**src/rtl/keypad_scan_decoder.sv**
```systemverilog
// Matrix keypad scanner: strobes rows, samples active-low columns, debounces
// whole frames and hands single-key presses to a reader via valid/read.
module keypad_scan_decoder #(
    parameter int ROWS     = 4,
    parameter int COLS     = 4,
    parameter int SCAN_DIV = 16,
    parameter int DEBOUNCE = 3,
    localparam int CODE_W  = $clog2(ROWS*COLS)
) (
    input  logic              clk,
    input  logic              rst,
    output logic [ROWS-1:0]   row_n,
    input  logic [COLS-1:0]   col_n,
    input  logic              key_rd,
    output logic              key_valid,
    output logic [CODE_W-1:0] key_code,
    output logic              key_ovf,
    output logic              key_down
);
    localparam int N     = ROWS*COLS;
    localparam int DIV_W = (SCAN_DIV > 1) ? $clog2(SCAN_DIV) : 1;
    localparam int ROW_W = (ROWS > 1) ? $clog2(ROWS) : 1;
    localparam int STB_W = (DEBOUNCE > 1) ? $clog2(DEBOUNCE) : 1;

    logic [DIV_W-1:0]  div_q, div_d;
    logic [ROW_W-1:0]  row_q, row_d;
    logic [N-1:0]      frame_q, frame_d;
    logic [N-1:0]      prev_q, prev_d;
    logic [STB_W-1:0]  stab_q, stab_d;
    logic [N-1:0]      deb_q, deb_d;
    logic              down_q, down_d;
    logic              valid_q, valid_d;
    logic [CODE_W-1:0] code_q, code_d;
    logic              ovf_q, ovf_d;

    logic              tick;
    logic              frame_done;
    logic              ev;
    logic [N-1:0]      new_frame;
    logic [CODE_W-1:0] new_code;

    always_ff @(posedge clk or posedge rst) begin
        if (rst) begin
            div_q   <= '0;
            row_q   <= '0;
            frame_q <= '0;
            prev_q  <= '0;
            stab_q  <= '0;
            deb_q   <= '0;
            down_q  <= 1'b0;
            valid_q <= 1'b0;
            code_q  <= '0;
            ovf_q   <= 1'b0;
        end else begin
            div_q   <= div_d;
            row_q   <= row_d;
            frame_q <= frame_d;
            prev_q  <= prev_d;
            stab_q  <= stab_d;
            deb_q   <= deb_d;
            down_q  <= down_d;
            valid_q <= valid_d;
            code_q  <= code_d;
            ovf_q   <= ovf_d;
        end
    end

    always_comb begin
        div_d      = div_q + DIV_W'(1);
        row_d      = row_q;
        frame_d    = frame_q;
        prev_d     = prev_q;
        stab_d     = stab_q;
        deb_d      = deb_q;
        valid_d    = valid_q;
        code_d     = code_q;
        ovf_d      = ovf_q;
        ev         = 1'b0;
        new_code   = '0;
        tick       = (div_q == DIV_W'(SCAN_DIV-1));
        frame_done = tick && (row_q == ROW_W'(ROWS-1));
        new_frame  = frame_q;
        new_frame[int'(row_q)*COLS +: COLS] = ~col_n;

        if (tick) begin
            div_d   = '0;
            frame_d = new_frame;
            row_d   = (row_q == ROW_W'(ROWS-1)) ? '0 : row_q + ROW_W'(1);
        end

        if (frame_done) begin
            if (new_frame == prev_q) begin
                if (stab_q != STB_W'(DEBOUNCE-1))
                    stab_d = stab_q + STB_W'(1);
            end else begin
                stab_d = '0;
                prev_d = new_frame;
            end
            if (stab_d == STB_W'(DEBOUNCE-1)) begin
                deb_d = prev_d;
                // only an idle-to-single-key transition counts as a press
                ev = (deb_q == '0) && (prev_d != '0) &&
                     ((prev_d & (prev_d - N'(1))) == '0);
            end
        end

        for (int i = 0; i < N; i++)
            if (deb_d[i]) new_code = CODE_W'(i);

        down_d = |deb_d;

        if (key_rd && valid_q && ev) begin
            code_d = new_code;
            ovf_d  = 1'b0;
        end else if (key_rd && valid_q) begin
            valid_d = 1'b0;
            ovf_d   = 1'b0;
        end else if (ev && !valid_q) begin
            valid_d = 1'b1;
            code_d  = new_code;
        end else if (ev) begin
            ovf_d = 1'b1;
        end
    end

    assign row_n     = ~(ROWS'(1) << row_q);
    assign key_valid = valid_q;
    assign key_code  = code_q;
    assign key_ovf   = ovf_q;
    assign key_down  = down_q;
endmodule

```
**config.mk**
```make
export PLATFORM = sky130hd
export DESIGN_NAME = keypad_scan_decoder
export DESIGN_NICKNAME = d
export VERILOG_FILES = /design/src/rtl/keypad_scan_decoder.sv
export SDC_FILE = /design/constraint.sdc
export NUM_CORES = 1
export LEC_CHECK = 0
export ABC_AREA = 1
export BUFFER_PORTS_ARGS = -buffer_cell sky130_fd_sc_hd__buf_2
export CAP_MARGIN = 30
export CORE_UTILIZATION = 50
export CTS_BUF_LIST = sky130_fd_sc_hd__clkbuf_8
export CTS_CLUSTER_DIAMETER = 60
export CTS_CLUSTER_SIZE = 25
export DETAILED_ROUTE_END_ITERATION = 16
export PLACE_DENSITY = 0.68
export SYNTH_ARGS = -nofsm -noshare
export SYNTH_HDL_FRONTEND = slang
export SYNTH_SLANG_ARGS = --single-unit
```
**constraint.sdc**
```tcl
create_clock -name clk -period 3.1 [get_ports clk]
set_input_delay 0.465 -clock clk [delete_from_list [all_inputs] [get_ports clk]]
set_output_delay 0.465 -clock clk [all_outputs]
set_load 0.02 [all_outputs]
```
=== After elaboration in Yosys (flattened, before gate mapping) ===
Index checks and enable logic that the tools add are counted.

* Add/subtract/negate cells: 5
* Equality and inequality tests: 7
* Shift operators: 3
* Muxes and demuxes: 36
* Bitwise logic cells: 4
* Reduce and logical (&&, ||, !) cells: 17

{| class="wikitable"
|+ Operator list
! cell !! count
|-
| $mux W4 || 18
|-
| $mux W16 || 4
|-
| $neg A4 Y33 || 1
|-
| $shift A4 B33 Y16 const A || 1
|-
| $shiftx A4 B33 Y16 || 1
|-
| $logic_not A16 Y1 || 2
|-
| $and A16 B16 Y16 || 1
|-
| $bwmux W16 || 1
|-
| $eq A16 B16 Y1 || 1
|-
| $reduce_bool A16 Y1 || 1
|-
| $reduce_or A16 Y1 || 1
|-
| $sub A16 B1 Y16 const B || 1
|-
| $mux W1 || 9
|-
| $mux W2 || 4
|-
| $not A4 Y4 || 2
|-
| $logic_and A1 B1 Y1 || 6
|-
| $reduce_and A2 Y1 || 3
|-
| $add A2 B1 Y2 const B || 2
|-
| $add A4 B1 Y4 const B || 1
|-
| $eq A2 B2 Y1 const B || 2
|-
| $eq A4 B4 Y1 const B || 1
|-
| $reduce_bool A2 Y1 || 2
|-
| $shl A1 B2 Y4 const A || 1
|-
| $ne A3 B3 Y1 const B || 1
|-
| other kinds (5) || 5
|}

* Flip-flop bits (word level): 63
* Output and inout bits: 11

=== Logic depth before layout (Yosys ltp) ===
Gate-level depths: netlist (run 1).

* Depth after elaboration: 27
* Depth in mapped cells: 31
* Gate-level depth less buffers: 30

=== Worst setup path after synthesis (run 1) ===
Ideal clock, no wire load.

* Path type: register to register
* Start: register row_q[0]
* End: register down_q, in the netlist key_down
* Setup time: 132 ps
* Arrival time: 2802 ps
* Slack: 166 ps
* Stages on the path, launching flop included: 22
* Path buffers: 1
* Period minus slack after synthesis: 2934 ps
* Cells stage by stage: dfrtp_1 > inv_2 > ha_1 > nor2_2 > nand3_1 > nand2_1 > nand2_1 > nand2_1 > nand2_1 > nor2_1 > nand2_1 > nor2_2 > nand4_4 > clkinv_2 > buf_4 > nand2_1 > o21ai_0 > inv_1 > nor2_1 > nand2_1 > nor2_1 > nand3b_1

* Longest elaborated chain between the ends: 10
* Elaborated cells on any way between the ends: 15
* Classes of those cells: add/sub (1); eq/ne (3); shift (2); mux (7); reduce/logical (2)

{| class="wikitable"
|+ RTL lines
! what !! RTL line !! RTL
|-
| start, declared || 26 || <nowiki>logic [ROW_W-1:0] row_q, row_d;</nowiki>
|-
| start signal, assigned || 56 || <nowiki>row_q <= row_d;</nowiki>
|-
| $neg A4 Y33 || 83 || <nowiki>new_frame[int'(row_q)*COLS +: COLS] = ~col_n;</nowiki>
|-
| $shiftx A4 B33 Y16 or $shift A4 B33 Y16 (tied branches) || 83 ||
|-
| $bwmux W16 || 83 ||
|-
| $eq A16 B16 Y1 || 92 || <nowiki>if (new_frame == prev_q) begin</nowiki>
|-
| $mux W2 || 92 ||
|-
| $mux W2 || 91 || <nowiki>if (frame_done) begin</nowiki>
|-
| $eq A2 B2 Y1 || 99 || <nowiki>if (stab_d == STB_W'(DEBOUNCE-1)) begin</nowiki>
|-
| $mux W16 || 99 ||
|-
| $mux W16 * || 91 ||
|-
| net deb_d[10] || 30 || <nowiki>logic [N-1:0] deb_q, deb_d;</nowiki>
|-
| $reduce_or A16 Y1 * || 110 || <nowiki>down_d = |deb_d;</nowiki>
|-
| net down_d || 31 || <nowiki>logic down_q, down_d;</nowiki>
|-
| end signal, assigned || 61 || <nowiki>down_q <= down_d;</nowiki>
|-
| end, declared || 31 ||
|}

Mark *: on every way through the listed nets, which the timed path passes. The rest lies on a longest branch. The select of a mux whose other input is x is not followed.
A chain may end at the register's enable or synchronous reset.

=== Final worst setup path (run 1) ===
* Start: register row_q[1]
* End: register code_q[1], in the netlist key_code[1]

* Longest elaborated chain between the ends: 26
* Elaborated cells on any way between the ends: 44
* Classes of those cells: add/sub (2); eq/ne (4); shift (2); mux (26); bitwise (1); reduce/logical (9)

{| class="wikitable"
|+ RTL lines
! what !! RTL line !! RTL
|-
| $neg A4 Y33 || 83 ||
|-
| $shiftx A4 B33 Y16 or $shift A4 B33 Y16 (tied branches) || 83 ||
|-
| $bwmux W16 || 83 ||
|-
| $eq A16 B16 Y1 || 92 ||
|-
| $mux W2 || 92 ||
|-
| $mux W2 || 91 ||
|-
| $eq A2 B2 Y1 || 99 ||
|-
| $mux W16 || 99 ||
|-
| $mux W16 || 91 ||
|-
| $mux W4 (14 in a row) || 108 || <nowiki>if (deb_d[i]) new_code = CODE_W'(i);</nowiki>
|-
| $mux W4 || 118 || <nowiki>end else if (ev && !valid_q) begin</nowiki>
|-
| $mux W4 || 115 || <nowiki>end else if (key_rd && valid_q) begin</nowiki>
|-
| $mux W4 || 112 || <nowiki>if (key_rd && valid_q && ev) begin</nowiki>
|-
| end signal, assigned || 63 || <nowiki>code_q <= code_d;</nowiki>
|-
| end, declared || 33 || <nowiki>logic [CODE_W-1:0] code_q, code_d;</nowiki>
|}

Several ways; a longest one is shown, not always the timed one. The select of a mux whose other input is x is not followed.

==> results.py, run 1 <==
metrics = {
    "status": {
        "outcome": "complete, no violations",
    },
    "worst_setup_path": {
        "crit_fanout": 7,
        "cp_slowest_stage_delay_ps": 390,
        "critPathCaptureType": "flip-flop",
        "cp.arrival_ps": 3300,
        "cp-start-kind": "flip-flop",
        "worstPathCellList": "inv_2 -> buf_6 -> ha_4 -> nor2_4 -> nand2_1 -> inv_1 -> nand2_1 -> nand2_1 -> buf_4 -> inv_1 -> nand3_4 -> nor2_4 -> nand2_2 -> o31ai_2 -> nor3b_2 -> nand4_2 -> nor2_4 -> nor2_2 -> a31oi_1",
        "critical_path_class": "reg2reg",
        "crit_required_ps": 3350,
        "cp_slowest_cell": "dfrtp_1",
    },
    "routing": {
        "drtIter0Drc": 375,
        "viasPerCell": 5.48,
        "firstDrtPassIters": 7,
        "drt-wirelength-per-cell_um": 16.0,
        "drtAntennaViolNets": 0,
        "num_vias": 3871,
        "drc": 0,
        "routed_wl_um": 11300,
    },
    "synthesis": {
        "syn_nets": 539,
        "yosys_most_used_dff": "dfrtp_1",
        "syn_area_per_cell_um2": 7.02,
        "synth_seq_cells": 63,
        "yosysWarnings": 0,
        "yosysSeqAreaShare": 0.428,
        "synth_edf_count": 0,
        "syn_area_um2": 3680,
        "synthArstFlopShare": 1.00,
        "synthCells": 524,
        "ys_types": 34,
    },
    "sta": {
        "finalCriticalPeriod_ps": 3050,
        "period_share": 0.982,
        "maxSlewHeadroom": 0.726,
        "finalClockSkew_ps": 8.18,
        "rsz0062_at_grt": "yes",
        "fin_tns_setup_ps": 0,
        "worstMarginPinSlew_ps": 408,
        "setup_viol": 0,
        "drv_slew": 0,
        "fmax_mhz": 328,
        "hold_ws_ps": 107,
        "hold_viol_final": 0,
    },
    "floorplan": {
        "fp.coreArea_um2": 6940,
        "rows": 30,
        "start_util": 0.530,
        "dieArea_um2": 7710,
        "ios": 18,
        "die_height_um": 87.8,
        "die_w_um": 87.8,
    },
    "place": {
        "gp_congestion": 0.953,
        "portBuffers": 17,
        "place_area_um2": 4110,
        "hpwl_um": 7470,
    },
    "run": {
        "drv_cap": 0,
    },
    "layout": {
        "ff_latch_area_um2": 1580,
        "finalInstanceArea_um2": 5020,
        "nNetsFinal": 620,
        "antenna_cells": 0,
        "fill_cells": 497,
        "final_util": 0.723,
        "drive_gt1_frac": 0.338,
        "area_growth_pct": 36.5,
        "multi_input_area_um2": 2210,
    },
    "grt": {
        "grt_max_degree": 36,
        "overflow": 0,
        "grt_pass1_wl_um": 16700,
        "grt_pass1_vias": 3535,
        "antenna_found_initial": 0,
        "gr-usage-all-layers": 0.289,
    },
    "clock_network": {
        "cts.path.max_buffers": 2,
        "cts.clk_slew.worst_paths_ps": 70,
        "cts_max_level": 3,
        "tritoncts": "built",
        "hold_buffers": 0,
        "clockRootBuffer": "clkbuf_8",
        "numCtsBuffers": 9,
        "insertion_delay_ps": 340,
        "cts.sinks": 63,
    },
    "pwr": {
        "vdd_drop_max_mv": 0.273,
        "leakagePower_nw": 2.66,
        "powerDensity_nw_per_um2": 372,
    },
    "worst_hold_path": {
        "holdCritPathClass": "in2async",
    },
}
where the power goes:
group | leakage, nW | internal, mW | switching (mW)
registers | 0.707 | 0.830 | 0.00520
logic | 1.82 | 0.0611 | 0.114
clock network | 0.127 | 0.538 | 0.319
cells in the mapped netlist (6+ instances only):
library cell	number	share of area
clkbuf_1	6	0.0061
nor2_2	8	0.014
inv_1	65	0.066
ha_1	8	0.027
a21oi_1	6	0.0082
nand3_1	36	0.049
nand2_1	186	0.19
o21ai_0	42	0.057
nor2_1	48	0.049
dfrtp_1	63	0.43
o21ai_1	9	0.012
kinds of logic (layout without fill, tap and decap cells):
kind of cell / after synthesis / count (layout) / share of synthesized area
AOI/OAI and AO/OA: 64 / 64 / 0.0921
xor gates and xnor gates: 2 / 2 / 0.00476
adders and majority gates: 8 / 8 / 0.0272
buffers and inverters: 83 / 169 / 0.0901
DFF: 63 / 63 / 0.428
and+or+nand+nor: 304 / 304 / 0.357
routing by layer:
layer | wire, um | GRT usage
met2 | 5270 | 0.460
met3 | 729 | 0.0500
met5 | 0 | 0
met4 | 626 | 0.161
met1 | 4640 | 0.375
layout by cell type (no fill, tap or decap), drive strengths merged, types with 2 or more instances in the layout:
| cell type | Yosys | final |
|---|---|---|
| nor3 | 3 | 3 |
| nand4 | 6 | 6 |
| dfrtp | 63 | 63 |
| inv | 70 | 73 |
| nand3 | 38 | 38 |
| nor2 | 57 | 57 |
| ha | 8 | 8 |
| o21ai | 52 | 52 |
| xor2 | 2 | 2 |
| a21oi | 6 | 6 |
| clkbuf | 6 | 13 |
| nor4 | 5 | 5 |
| nand2 | 191 | 191 |
| clkinv | 4 | 2 |
| buf | 3 | 79 |
| a31oi | 3 | 3 |
| bufinv | 0 | 2 |
worst paths after layout:
| check | start | to | slack (ps) | cells past startpoint |
|---|---|---|---|---|
| setup / recovery | row_q[1] | key_code[1] | 50 | 19 |
| hold / removal | rst | div_q[0] | 110 | 2 |
| setup reg to reg | row_q[1] | key_code[1] | 50 | 19 |
| hold reg to reg | key_valid | key_ovf | 460 | 1 |
| max in group asynchronous | rst | frame_q[15] | 2310 | 3 |
| min in group clk | key_rd | key_ovf | 320 | 2 |
critical path, delay by kind of cell (launching register included):
family          cells  cell delay, ps
compound gates      2             380
fa+ha+maj           1             160
flops               1             390
buf+inv             5             660
simple gates       11            1340
area by class of cell:
class / instances / area share
clock buffer: 13 / 0.0356
clock inverter: 3 / 0.0127
inverter: 74 / 0.0578
multi-input combinational: 378 / 0.440
sequential: 63 / 0.314
tap: 96 / 0.0239
timing repair buffer: 79 / 0.116
repair_timing:
item / 4_1_cts / 5_1_grt
buffers inserted: 6 / 20
pin swaps: 5 / 40
cloned: 0 / 0
hold endpoints to repair: 0 / 0
gates resized for setup: 9 / 124
endpoints found under the setup margin: 6 / 6
sequential cells by signal, indices dropped and copies added (netlist names):
| signal | cells |
|---|---|
| key_ovf | 1 |
| key_code | 4 |
| deb_q | 16 |
| frame_q | 16 |
| key_down | 1 |
| row_q | 2 |
| key_valid | 1 |
| div_q | 4 |
| stab_q | 2 |
| prev_q | 16 |
per-stage QoR:
step / setup slack (ps) / power (mW) / std cells
floorplan: 166 / 0.928 / 524
global placement: -148 / 0.980 / 664
detailed placement: -177 / 0.981 / 664
CTS: 15.6 / 1.83 / 686
global route: -179 / 1.94 / 706
finish: 54.4 / 1.87 / 706
Note: power is estimated with default switching activity, not from simulation.
==> run 2, diff against run 1 <==
--- a/config.mk
+++ b/config.mk
@@ -8,6 +8,7 @@
 export ABC_AREA = 1
 export BUFFER_PORTS_ARGS = -buffer_cell sky130_fd_sc_hd__buf_2
 export CAP_MARGIN = 30
+export CORE_ASPECT_RATIO = 0.7
 export CORE_UTILIZATION = 50
 export CTS_BUF_LIST = sky130_fd_sc_hd__clkbuf_8
 export CTS_CLUSTER_DIAMETER = 60
==> run 2 against run 1 <==
Compared with the run above:
- highest routed layer unchanged
- clock skew increased by 2.7 ps
- non-clock buffer count decreased by 14
- fmax increased by 1.2%
- sequential share of layout area increased by 0.93 points
- combinational power decreased by 12%
- critical endpoint is now key_down
- global-route usage decreased by 0.34 points
- clock power decreased by 5.9%
- cell area decreased by 2.9%
- utilization decreased by 2.1 points
- register-to-register slack improved by 40 ps
- critical path depth increased by 2
==> results.py, run 2 (same netlist as run 1, synthesis figures left out) <==
metrics = {
    "clock_network": {
        "clockRootBuffer": "clkbuf_8",
        "cts.sinks": 63,
        "tritoncts": "built",
        "numCtsBuffers": 9,
        "insertion_delay_ps": 350,
        "cts.clk_slew.worst_paths_ps": 80,
        "cts_max_level": 3,
        "hold_buffers": 0,
        "cts.path.max_buffers": 2,
    },
    "layout": {
        "reg_top3": "deb_q: 16 flops, frame_q: 16 flops, prev_q: 16 flops",
        "area_growth_pct": 32.6,
        "layout_common_cells": "151 x nand2_1, 63 x dfrtp_1, 60 x inv_1",
        "fill_cells": 574,
        "final_util": 0.703,
        "final_common_cell": "nand2_1",
        "nNetsFinal": 606,
        "antenna_cells": 0,
        "drive_gt1_frac": 0.319,
    },
    "sta": {
        "drv_slew": 0,
        "worstMarginPinSlew_ps": 377,
        "finalClockSkew_ps": 10.9,
        "hold_ws_ps": 82.8,
        "finalCriticalPeriod_ps": 3010,
        "maxSlewHeadroom": 0.748,
        "rsz0062_at_grt": "yes",
        "hold_viol_final": 0,
        "fmax_mhz": 332,
        "setup_viol": 0,
        "period_share": 0.971,
    },
    "floorplan": {
        "ios": 18,
        "rows": 25,
        "die_height_um": 73.8,
        "fp.coreArea_um2": 6940,
        "die_w_um": 105,
        "dieArea_um2": 7710,
        "start_util": 0.530,
    },
    "grt": {
        "grt_max_degree": 36,
        "antenna_found_initial": 0,
        "grt_pass1_wl_um": 16500,
        "overflow": 0,
        "gr-usage-all-layers": 0.286,
        "grt_pass1_vias": 3310,
    },
    "pwr": {
        "p_total_mw": 1.80,
        "leakagePower_nw": 2.60,
        "powerDensity_nw_per_um2": 368,
        "vdd_drop_max_mv": 0.309,
    },
    "routing": {
        "wl_met2_um": 4830,
        "drtAntennaViolNets": 0,
        "dr.max_layer_used": "met4",
        "routed_wl_um": 10900,
        "drt-wirelength-per-cell_um": 15.8,
        "drc": 0,
        "firstDrtPassIters": 5,
        "dr_wl_met3_um": 738,
        "drtIter0Drc": 227,
        "num_vias": 3664,
        "viasPerCell": 5.31,
        "m1WireLength_um": 5130,
    },
    "status": {
        "outcome": "complete, no violations",
    },
    "worst_setup_path": {
        "cp-start-kind": "flip-flop",
        "cp.arrival_ps": 3220,
        "critical_path_class": "reg2reg",
        "critPathCaptureType": "flip-flop",
        "crit_required_ps": 3310,
        "crit_fanout": 8,
    },
    "place": {
        "hpwl_um": 7670,
        "portBuffers": 17,
        "gp_congestion": 0.913,
    },
    "run": {
        "drv_cap": 0,
    },
    "worst_hold_path": {
        "holdCritPathClass": "in2async",
    },
}
run 2: cell types whose count changed in the layout (fill, tap and decap cells not counted), sizes merged:
cell / change
buf: -16
clkbuf: -1
clkinv: +3
clkinvlp: +1
inv: -1
run 2: cell type report:
cell class              instances  area, um^2  area share
well taps                      94         118      0.0241
inverters                      74         295      0.0605
clock buffers                  10         138      0.0282
flip-flops and latches         63        1580       0.323
repair buffers                 65         504       0.103
clock inverters                 6        85.1      0.0174
multi-input cells             378        2160       0.443
run 2: stage by stage:
step	instances	instance area (um^2)	worst slack [ps]	setup TNS, ps
final	690	4880	90.6	0
after global routing	690	4880	-147	-518
after CTS	674	4360	1.51	0
after detailed placement	658	4090	-170	-754
after global placement	658	4090	-106	-414
after floorplan	524	3680	166	0
run 2: final timing paths:
path                            startpoint   endpoint  slack (ps)  cells after the start
worst min-delay path                   rst   div_q[1]          80                      2
worst min register to register   key_valid    key_ovf         470                      1
max in group asynchronous              rst  deb_q[10]        2330                      3
min in group clk                    key_rd    key_ovf         320                      2
worst max register to register    row_q[1]   key_down          90                     21
worst max-delay path              row_q[1]   key_down          90                     21
run 2: repair_timing:
item / CTS / global route
pin swaps: 2 / 27
setup buffers: 0 / 14
cloned: 0 / 2
gates resized for setup: 12 / 108
endpoints found under the setup margin: 6 / 7
run 2: worst max-delay path: stages, from the launching register on:
cell and delay [ps]:
dfrtp_1 410, inv_2 100, ha_4 230, nor2_4 200, nand3_4 130, nand2_4 110, nand2_4 60, nand2_4 80
nand2_2 70, nor2_4 140, nand2_2 80, nor2_4 100, nand4_4 160, clkinv_4 150, clkbuf_16 150, nand2_1 40
o21ai_1 130, inv_1 130, nor2_4 110, nand2_1 70, nor2_2 130, nand3b_1 90
run 2: where the power goes:
group / switching (mW) / internal [mW] / total (mW)
logic: 0.103 / 0.0510 / 0.154
registers: 0.00487 / 0.830 / 0.834
clock network: 0.336 / 0.472 / 0.807
run 2: per-layer routing:
metal | vias up | global-route usage
li1 | 1783 | -
met1 | 1722 | 0.415
met2 | 139 | 0.427
met3 | 20 | 0.0612
met4 | 0 | 0.0873
met5 | - | 0
